--- src/rtl/cpu_pkg.sv ---
// Shared definitions for the nibble CPU sequencer: state encodings, opcodes,
// ALU function codes and the 13-bit datapath control word layout.
package cpu_pkg;

  // Low two bits of the first four states double as the reported phase.
  typedef enum logic [2:0] {
    ST_RST    = 3'd0,
    ST_FETCH  = 3'd1,
    ST_ACCESS = 3'd2,
    ST_EXEC   = 3'd3,
    ST_HALT   = 3'd4
  } stateT;

  localparam logic [3:0] OP_JC    = 4'b0000;
  localparam logic [3:0] OP_JNC   = 4'b0001;
  localparam logic [3:0] OP_CMPI  = 4'b0010;
  localparam logic [3:0] OP_CMPM  = 4'b0011;
  localparam logic [3:0] OP_LIT   = 4'b0100;
  localparam logic [3:0] OP_IN    = 4'b0101;
  localparam logic [3:0] OP_LD    = 4'b0110;
  localparam logic [3:0] OP_ST    = 4'b0111;
  localparam logic [3:0] OP_JZ    = 4'b1000;
  localparam logic [3:0] OP_JNZ   = 4'b1001;
  localparam logic [3:0] OP_ADDI  = 4'b1010;
  localparam logic [3:0] OP_ADDM  = 4'b1011;
  localparam logic [3:0] OP_JMP   = 4'b1100;
  localparam logic [3:0] OP_OUT   = 4'b1101;
  localparam logic [3:0] OP_NANDI = 4'b1110;
  localparam logic [3:0] OP_NANDM = 4'b1111;

  localparam logic [2:0] FUN_PASS = 3'b000;
  localparam logic [2:0] FUN_CMP  = 3'b001;
  localparam logic [2:0] FUN_LOAD = 3'b010;
  localparam logic [2:0] FUN_ADD  = 3'b011;
  localparam logic [2:0] FUN_NAND = 3'b100;

  // Control word layout, MSB first:
  // incPC loadPC loadA loadFlags | fun[2:0] | csRAM weRAM oeALU oeIN oeOprnd loadOut
  typedef logic [12:0] cwT;

  localparam int CW_INCPC   = 12;
  localparam int CW_LOADPC  = 11;
  localparam int CW_LOADA   = 10;
  localparam int CW_LOADFLG = 9;
  localparam int CW_FUN_HI  = 8;
  localparam int CW_FUN_LO  = 6;
  localparam int CW_CSRAM   = 5;
  localparam int CW_WERAM   = 4;
  localparam int CW_OEALU   = 3;
  localparam int CW_OEIN    = 2;
  localparam int CW_OEOPRND = 1;
  localparam int CW_LOADOUT = 0;

  localparam cwT CW_FETCH = {4'b1000, FUN_PASS, 6'b001000};
  localparam cwT CW_HALT  = {4'b0000, FUN_PASS, 6'b001000};

  // Jump outcomes: taken loads the PC, not taken just steps past the operand.
  localparam cwT CW_JMP   = {4'b0100, FUN_PASS, 6'b001000};
  localparam cwT CW_JSKIP = {4'b1000, FUN_PASS, 6'b001000};

  localparam cwT CW_CMPI  = {4'b0001, FUN_CMP,  6'b000010};
  localparam cwT CW_CMPM  = {4'b1001, FUN_CMP,  6'b100000};
  localparam cwT CW_LIT   = {4'b0011, FUN_LOAD, 6'b000010};
  localparam cwT CW_IN    = {4'b0011, FUN_LOAD, 6'b000100};
  localparam cwT CW_LD    = {4'b1011, FUN_LOAD, 6'b100000};
  localparam cwT CW_ST    = {4'b1000, FUN_PASS, 6'b111000};
  localparam cwT CW_ADDI  = {4'b0011, FUN_ADD,  6'b000010};
  localparam cwT CW_ADDM  = {4'b1011, FUN_ADD,  6'b100000};
  localparam cwT CW_OUT   = {4'b0000, FUN_PASS, 6'b001001};
  localparam cwT CW_NANDI = {4'b0011, FUN_NAND, 6'b000010};
  localparam cwT CW_NANDM = {4'b1011, FUN_NAND, 6'b100000};

  // During a RAM wait only the ALU function, write enable and ALU drive of the
  // EXEC word survive; chip select is forced on.
  localparam cwT CW_ACCESS_KEEP  = 13'b0000_111_011000;
  localparam cwT CW_ACCESS_FORCE = 13'b0000_000_100000;

  function automatic logic is_mem_op(input logic [3:0] op);
    return (op == OP_CMPM) || (op == OP_LD) || (op == OP_ST) ||
           (op == OP_ADDM) || (op == OP_NANDM);
  endfunction

endpackage

--- src/rtl/instr_cw_decode.sv ---
// Pure combinational decode of a latched opcode plus flags into the EXEC
// control word. Conditional jumps resolve to either a PC load or a PC step.
module instr_cw_decode
  import cpu_pkg::*;
(
  input  logic [3:0] opcode,
  input  logic       zFlag,
  input  logic       cFlag,
  output cwT         cw
);

  // Opcode/flag lookup into the EXEC word table.
  always_comb begin
    cw = '0;
    unique case (opcode)
      OP_JC:    cw = cFlag  ? CW_JMP : CW_JSKIP;
      OP_JNC:   cw = !cFlag ? CW_JMP : CW_JSKIP;
      OP_CMPI:  cw = CW_CMPI;
      OP_CMPM:  cw = CW_CMPM;
      OP_LIT:   cw = CW_LIT;
      OP_IN:    cw = CW_IN;
      OP_LD:    cw = CW_LD;
      OP_ST:    cw = CW_ST;
      OP_JZ:    cw = zFlag  ? CW_JMP : CW_JSKIP;
      OP_JNZ:   cw = !zFlag ? CW_JMP : CW_JSKIP;
      OP_ADDI:  cw = CW_ADDI;
      OP_ADDM:  cw = CW_ADDM;
      OP_JMP:   cw = CW_JMP;
      OP_OUT:   cw = CW_OUT;
      OP_NANDI: cw = CW_NANDI;
      OP_NANDM: cw = CW_NANDM;
    endcase
  end

endmodule

--- src/rtl/cpu_sequencer.sv ---
// Fetch/execute controller for the nibble CPU. Generates its own phase,
// stretches memory instructions by RAM_WAIT access cycles and can park in
// HALT at an instruction boundary. All datapath strobes come from one
// 13-bit control word selected by state.
module cpu_sequencer
  import cpu_pkg::*;
#(
  parameter int RAM_WAIT = 0,
  parameter int WAIT_W   = 4,
  parameter int FUN_W    = 3
) (
  input  logic             clock,
  input  logic             reset_n,
  input  logic [3:0]       instr,
  input  logic             z_flag,
  input  logic             c_flag,
  input  logic             halt,
  output logic             incPC,
  output logic             loadPC,
  output logic             loadA,
  output logic             loadFlags,
  output logic [FUN_W-1:0] fun,
  output logic             csRAM,
  output logic             weRAM,
  output logic             oeALU,
  output logic             oeIN,
  output logic             oeOprnd,
  output logic             loadOut,
  output logic [1:0]       phase,
  output logic             halted
);

  localparam bit HAS_WAIT = (RAM_WAIT > 0);
  localparam logic [WAIT_W-1:0] WAIT_LOAD = HAS_WAIT ? WAIT_W'(RAM_WAIT - 1) : '0;

  stateT             state;
  stateT             stateNext;
  logic [3:0]        opReg;
  logic [WAIT_W-1:0] waitCnt;
  cwT                decCw;
  cwT                cw;
  logic              fetchGo;

  // A fetch that is not diverted into HALT commits the instruction.
  assign fetchGo = (state == ST_FETCH) && !halt;

  instr_cw_decode uDecode (
    .opcode (opReg),
    .zFlag  (z_flag),
    .cFlag  (c_flag),
    .cw     (decCw)
  );

  // State register; reset drops any in-flight access immediately.
  always_ff @(posedge clock or negedge reset_n) begin
    if (!reset_n) state <= ST_RST;
    else          state <= stateNext;
  end

  // RAM wait counter: preloaded when entering ACCESS, counts down to zero.
  always_ff @(posedge clock or negedge reset_n) begin
    if (!reset_n)
      waitCnt <= '0;
    else if (fetchGo && HAS_WAIT && is_mem_op(instr))
      waitCnt <= WAIT_LOAD;
    else if ((state == ST_ACCESS) && (waitCnt != '0))
      waitCnt <= waitCnt - WAIT_W'(1);
  end

  // Opcode capture, only at a committed fetch so later instr changes are ignored.
  always_ff @(posedge clock) begin
    if (fetchGo) opReg <= instr;
  end

  // Next-state and control word selection.
  always_comb begin
    stateNext = state;
    cw        = '0;
    phase     = 2'd0;
    halted    = 1'b0;
    unique case (state)
      ST_RST: begin
        stateNext = ST_FETCH;
      end
      ST_FETCH: begin
        cw    = CW_FETCH;
        phase = 2'd1;
        if (halt)                              stateNext = ST_HALT;
        else if (HAS_WAIT && is_mem_op(instr)) stateNext = ST_ACCESS;
        else                                   stateNext = ST_EXEC;
      end
      ST_ACCESS: begin
        cw    = (decCw & CW_ACCESS_KEEP) | CW_ACCESS_FORCE;
        phase = 2'd2;
        if (waitCnt == '0) stateNext = ST_EXEC;
      end
      ST_EXEC: begin
        cw        = decCw;
        phase     = 2'd3;
        stateNext = ST_FETCH;
      end
      ST_HALT: begin
        cw     = CW_HALT;
        halted = 1'b1;
        if (!halt) stateNext = ST_FETCH;
      end
      default: begin
        stateNext = ST_RST;
      end
    endcase
  end

  assign incPC     = cw[CW_INCPC];
  assign loadPC    = cw[CW_LOADPC];
  assign loadA     = cw[CW_LOADA];
  assign loadFlags = cw[CW_LOADFLG];
  assign fun       = FUN_W'(cw[CW_FUN_HI:CW_FUN_LO]);
  assign csRAM     = cw[CW_CSRAM];
  assign weRAM     = cw[CW_WERAM];
  assign oeALU     = cw[CW_OEALU];
  assign oeIN      = cw[CW_OEIN];
  assign oeOprnd   = cw[CW_OEOPRND];
  assign loadOut   = cw[CW_LOADOUT];

endmodule
--- config.mk ---
export PLATFORM = sky130hd
export DESIGN_NAME = cpu_sequencer
export DESIGN_NICKNAME = d
export VERILOG_FILES = /design/src/rtl/cpu_pkg.sv /design/src/rtl/instr_cw_decode.sv /design/src/rtl/cpu_sequencer.sv
export SDC_FILE = /design/constraint.sdc
export NUM_CORES = 1
export LEC_CHECK = 0
export CORE_MARGIN = 2
export CORE_UTILIZATION = 42
export CTS_CLUSTER_SIZE = 8
export DETAILED_ROUTE_END_ITERATION = 6
export PLACE_DENSITY = 0.73
export SLEW_MARGIN = 10
export SYNTH_ARGS = -nofsm -noshare
export SYNTH_HDL_FRONTEND = slang
export SYNTH_HIERARCHICAL = 1
export SYNTH_SLANG_ARGS = --single-unit
--- constraint.sdc ---
create_clock -name clock -period 2.2 [get_ports clock]
set_clock_uncertainty 0.1 [all_clocks]
set_input_delay 0.66 -clock clock [delete_from_list [all_inputs] [get_ports clock]]
set_output_delay 0.66 -clock clock [all_outputs]
set_load 0.01 [all_outputs]
==> key figures <==
Yosys
  – YS warnings: 6
  – Syn nets: 98
  – Largest family of logic cells by synthesized area: simple AND/OR/NAND/NOR gates
  – Synth area leaders: dfrtp_1 21%, edfxtp_1 15%, and3_1 4.6%, o21a_1 3.7%, inv_1 3.2%
  – Share of the synthesized area in the top cell type: 21.3%
  – Cell variety after synth: 40
  – Post-synth top flop: dfrtp_1
  – Adder-Cell Fraction of Synth Area: 1.52%
  – Avg Inst Size Synth: 9.33 um2
  – Mux cell area share after synthesis: 6.55%
  – EDFF count, synth: 4
  – Gate count after technology mapping: 88
  – Post-synthesis register bit count: 11
  – Post-Syn Area: 821 um2
  – Async SR Flop Fraction: 63.6%
  – Seq/Total Area, Yosys: 36.0%
  – Cell taking the most area after synthesis: dfrtp_1
  – Compound-gate portion of the synthesized area: 16.2%
  – Simple-gate share of the synthesized area: 29.1%
  – Xor and xnor area share after synthesis: 2.13%

Run status
  – Violated checks: setup timing
  – Status: complete, but fails checks

Global route
  – Vias in the first global route: 772
  – GRT Overall Usage: 21.3%
  – Total grt overflow: 0
  – Antenna violations before repair: 0
  – First-pass GRT wire length: 3.37 mm
  – Largest net degree at the start of global routing: 13

Setup path
  – Cell with the largest stage delay on the worst path: mux2_4
  – Critical path endpoint: loadPC
  – Buffers and inverters on the worst path: 2
  – R2r startpoint: state[2]
  – RR Endpoint: waitCnt[3]
  – Crit-path leading delay family: buffers and inverters
  – Crit. Startpoint: z_flag
  – Crit path capture type: primary output
  – Crit-path max FO: 3
  – Crit path largest cell delay: 0.29 ns
  – Worst Path Required: 1.44 ns
  – Reg-to-reg slack, setup: 0.39 ns
  – Critical Path, Cell by Cell: dlygate4sd2_1 > mux2_4 > nand2b_4 > a31oi_1 > and3_1 > buf_2
  – Crit Path Class: in -> out
  – Critical path arrival: 1.80 ns
  – Startpoint types: primary input
  – Crit path depth: 6
  – Worst R2R Path Depth: 5

Die
  – # IOs: 25
  – Chip width: 48.2 um
  – Initial Util: 46.0%
  – Core Rows: 15
  – Core Area: 1780 um2
  – Die area: 2320 um2
  – Die Y-Extent: 48.2 um

STA
  – Tcrit/Tclk final: 116%
  – Final-report setup violation count: 11
  – Unrepaired setup endpoints after global routing: true
  – Max Freq: 0.391 GHz
  – Post-route worst setup slack: -0.359 ns
  – Hold WS: 0.478 ns
  – Min Tclk post-route: 2.56 ns
  – Worst Max-Slew Pin Slew: 0.328 ns
  – Final max-slew violation count: 0
  – Relative slew slack: 78.1%
  – Hold Vio Cnt, Final: 0

Detailed routing
  – DRT iter0 DRCs: 26
  – Final wirelength: 2.35 mm
  – DR WL/cell: 14.3 um
  – Via/cell ratio: 5.19
  – DRC violations left: 0
  – 1st-pass router iterations: 4
  – ANT nets after route: 0
  – Total number of vias: 856

Pwr
  – Max rail drop VDD: 618 uV
  – Lkg Pwr: 0.000690 uW
  – Power density cells: 922 nW/um2

Clock network
  – Clock tree buffer depth: 2
  – # H-tree levels: 1
  – Clock latency on the worst-skew pair: 0.28 ns
  – Clk sinks: 11
  – Register clock-pin slew on the reported worst setup and hold paths: 0.07 ns
  – Clk root buf: clkbuf_4
  – CTS tree: yes
  – Num CTS Buffers: 3
  – Hold Buf Count CTS: 0

Final layout
  – Layout cells sized above 1: 51.4%
  – # diodes: 0
  – Post-Route Utilization: 80.0%
  – Fill count: 100
  – Most common cell after layout, fill and taps aside: buf_4
  – Commonest cells after routing, fill and taps aside: 19 x buf_4, 12 x buf_6, 9 x buf_2
  – Fin nets: 151
  – Syn-to-layout area delta: 73.8%

Place
  – Number of I/O port buffers: 24
  – Pre-CTS setup slack: -1.04 ns
  – GP Congestion: 0.783
  – Post-DP HPWL: 1.38 mm

Job
  – Maxcap violations: 0

Hold path
  – Worst Hold Class: reg -> reg
-- through the flow --
step | power, uW | cells | TNS [ns] | cell area (um2)
finish | 1320 | 165 | -1.99 | 1430
CTS | 1200 | 164 | -2.02 | 1320
global route | 1400 | 165 | -2.93 | 1430
detailed placement | 981 | 147 | -3.63 | 1180
floorplan | 667 | 88 | 0 | 825
global placement | 968 | 147 | -3.25 | 1180
-- synth_stat cells, types with 3 or more instances --
library cell / instances
and3_1: 6
inv_1: 7
edfxtp_1: 4
nand2b_1: 4
nor2b_1: 3
and2_1: 4
nor2_1: 6
o21a_1: 4
dfrtp_1: 7
-- where the power goes --
part           internal [uW]  switching [uW]  leakage (uW)
combinational            486             386      0.000546
sequential               259            44.2      0.000129
clock                   70.4            68.9     0.0000150
total                    816             499      0.000690
-- layout make-up --
| type | count | area, um2 | share of cell area, % |
|---|---|---|---|
| multi-input combinational | 63 | 564 | 39.6 |
| tap | 25 | 31.3 | 2.19 |
| sequential | 11 | 297 | 20.8 |
| inverter | 8 | 32.5 | 2.28 |
| timing repair buffer | 54 | 475 | 33.3 |
| clock buffer | 4 | 26.3 | 1.84 |
-- cells by family (layout without fill, tap and decap cells) --
kind of cell | count (synthesis) | count (layout)
multiplexers | 5 | 5
XOR/XNOR | 2 | 2
flip-flops | 11 | 11
adder cells (fa/ha/maj) | 1 | 1
buffers and inverters | 14 | 66
AO/OA/AOI/OAI | 18 | 18
AND/OR/NAND/NOR | 37 | 37
-- metal layers --
metal | global-route usage (%) | vias to the layer above | routed length, um
li1 | - | 415 | -
met1 | 24.7 | 407 | 973
met2 | 38.2 | 32 | 1260
met3 | 5.56 | 2 | 99
met4 | 6.49 | 0 | 21
met5 | 0 | - | 0
-- how the worst min path moves through the flow --
stage	startpoint	to	slack (ns)	cells after the start
6_report	waitCnt[3]	waitCnt[3]	0.48	1
5_1_grt	waitCnt[3]	waitCnt[3]	0.49	1
4_1_cts	waitCnt[3]	waitCnt[3]	0.48	1
3_5_place_dp	waitCnt[3]	waitCnt[3]	0.47	1
3_3_place_gp	waitCnt[3]	waitCnt[3]	0.42	1
2_1_floorplan	reset_n	state[0]	0.26	0
-- sequential cells by signal, summed over array words and instances (netlist names) --
name,flops
state,3
waitCnt,4
opReg,4
-- timing repair --
item,CTS,global route
setup endpoints to repair,16,14
pin swaps,6,14
gates resized for setup,74,26
buffers inserted,13,4
No activity file was read; power rests on OpenSTA's default activity.
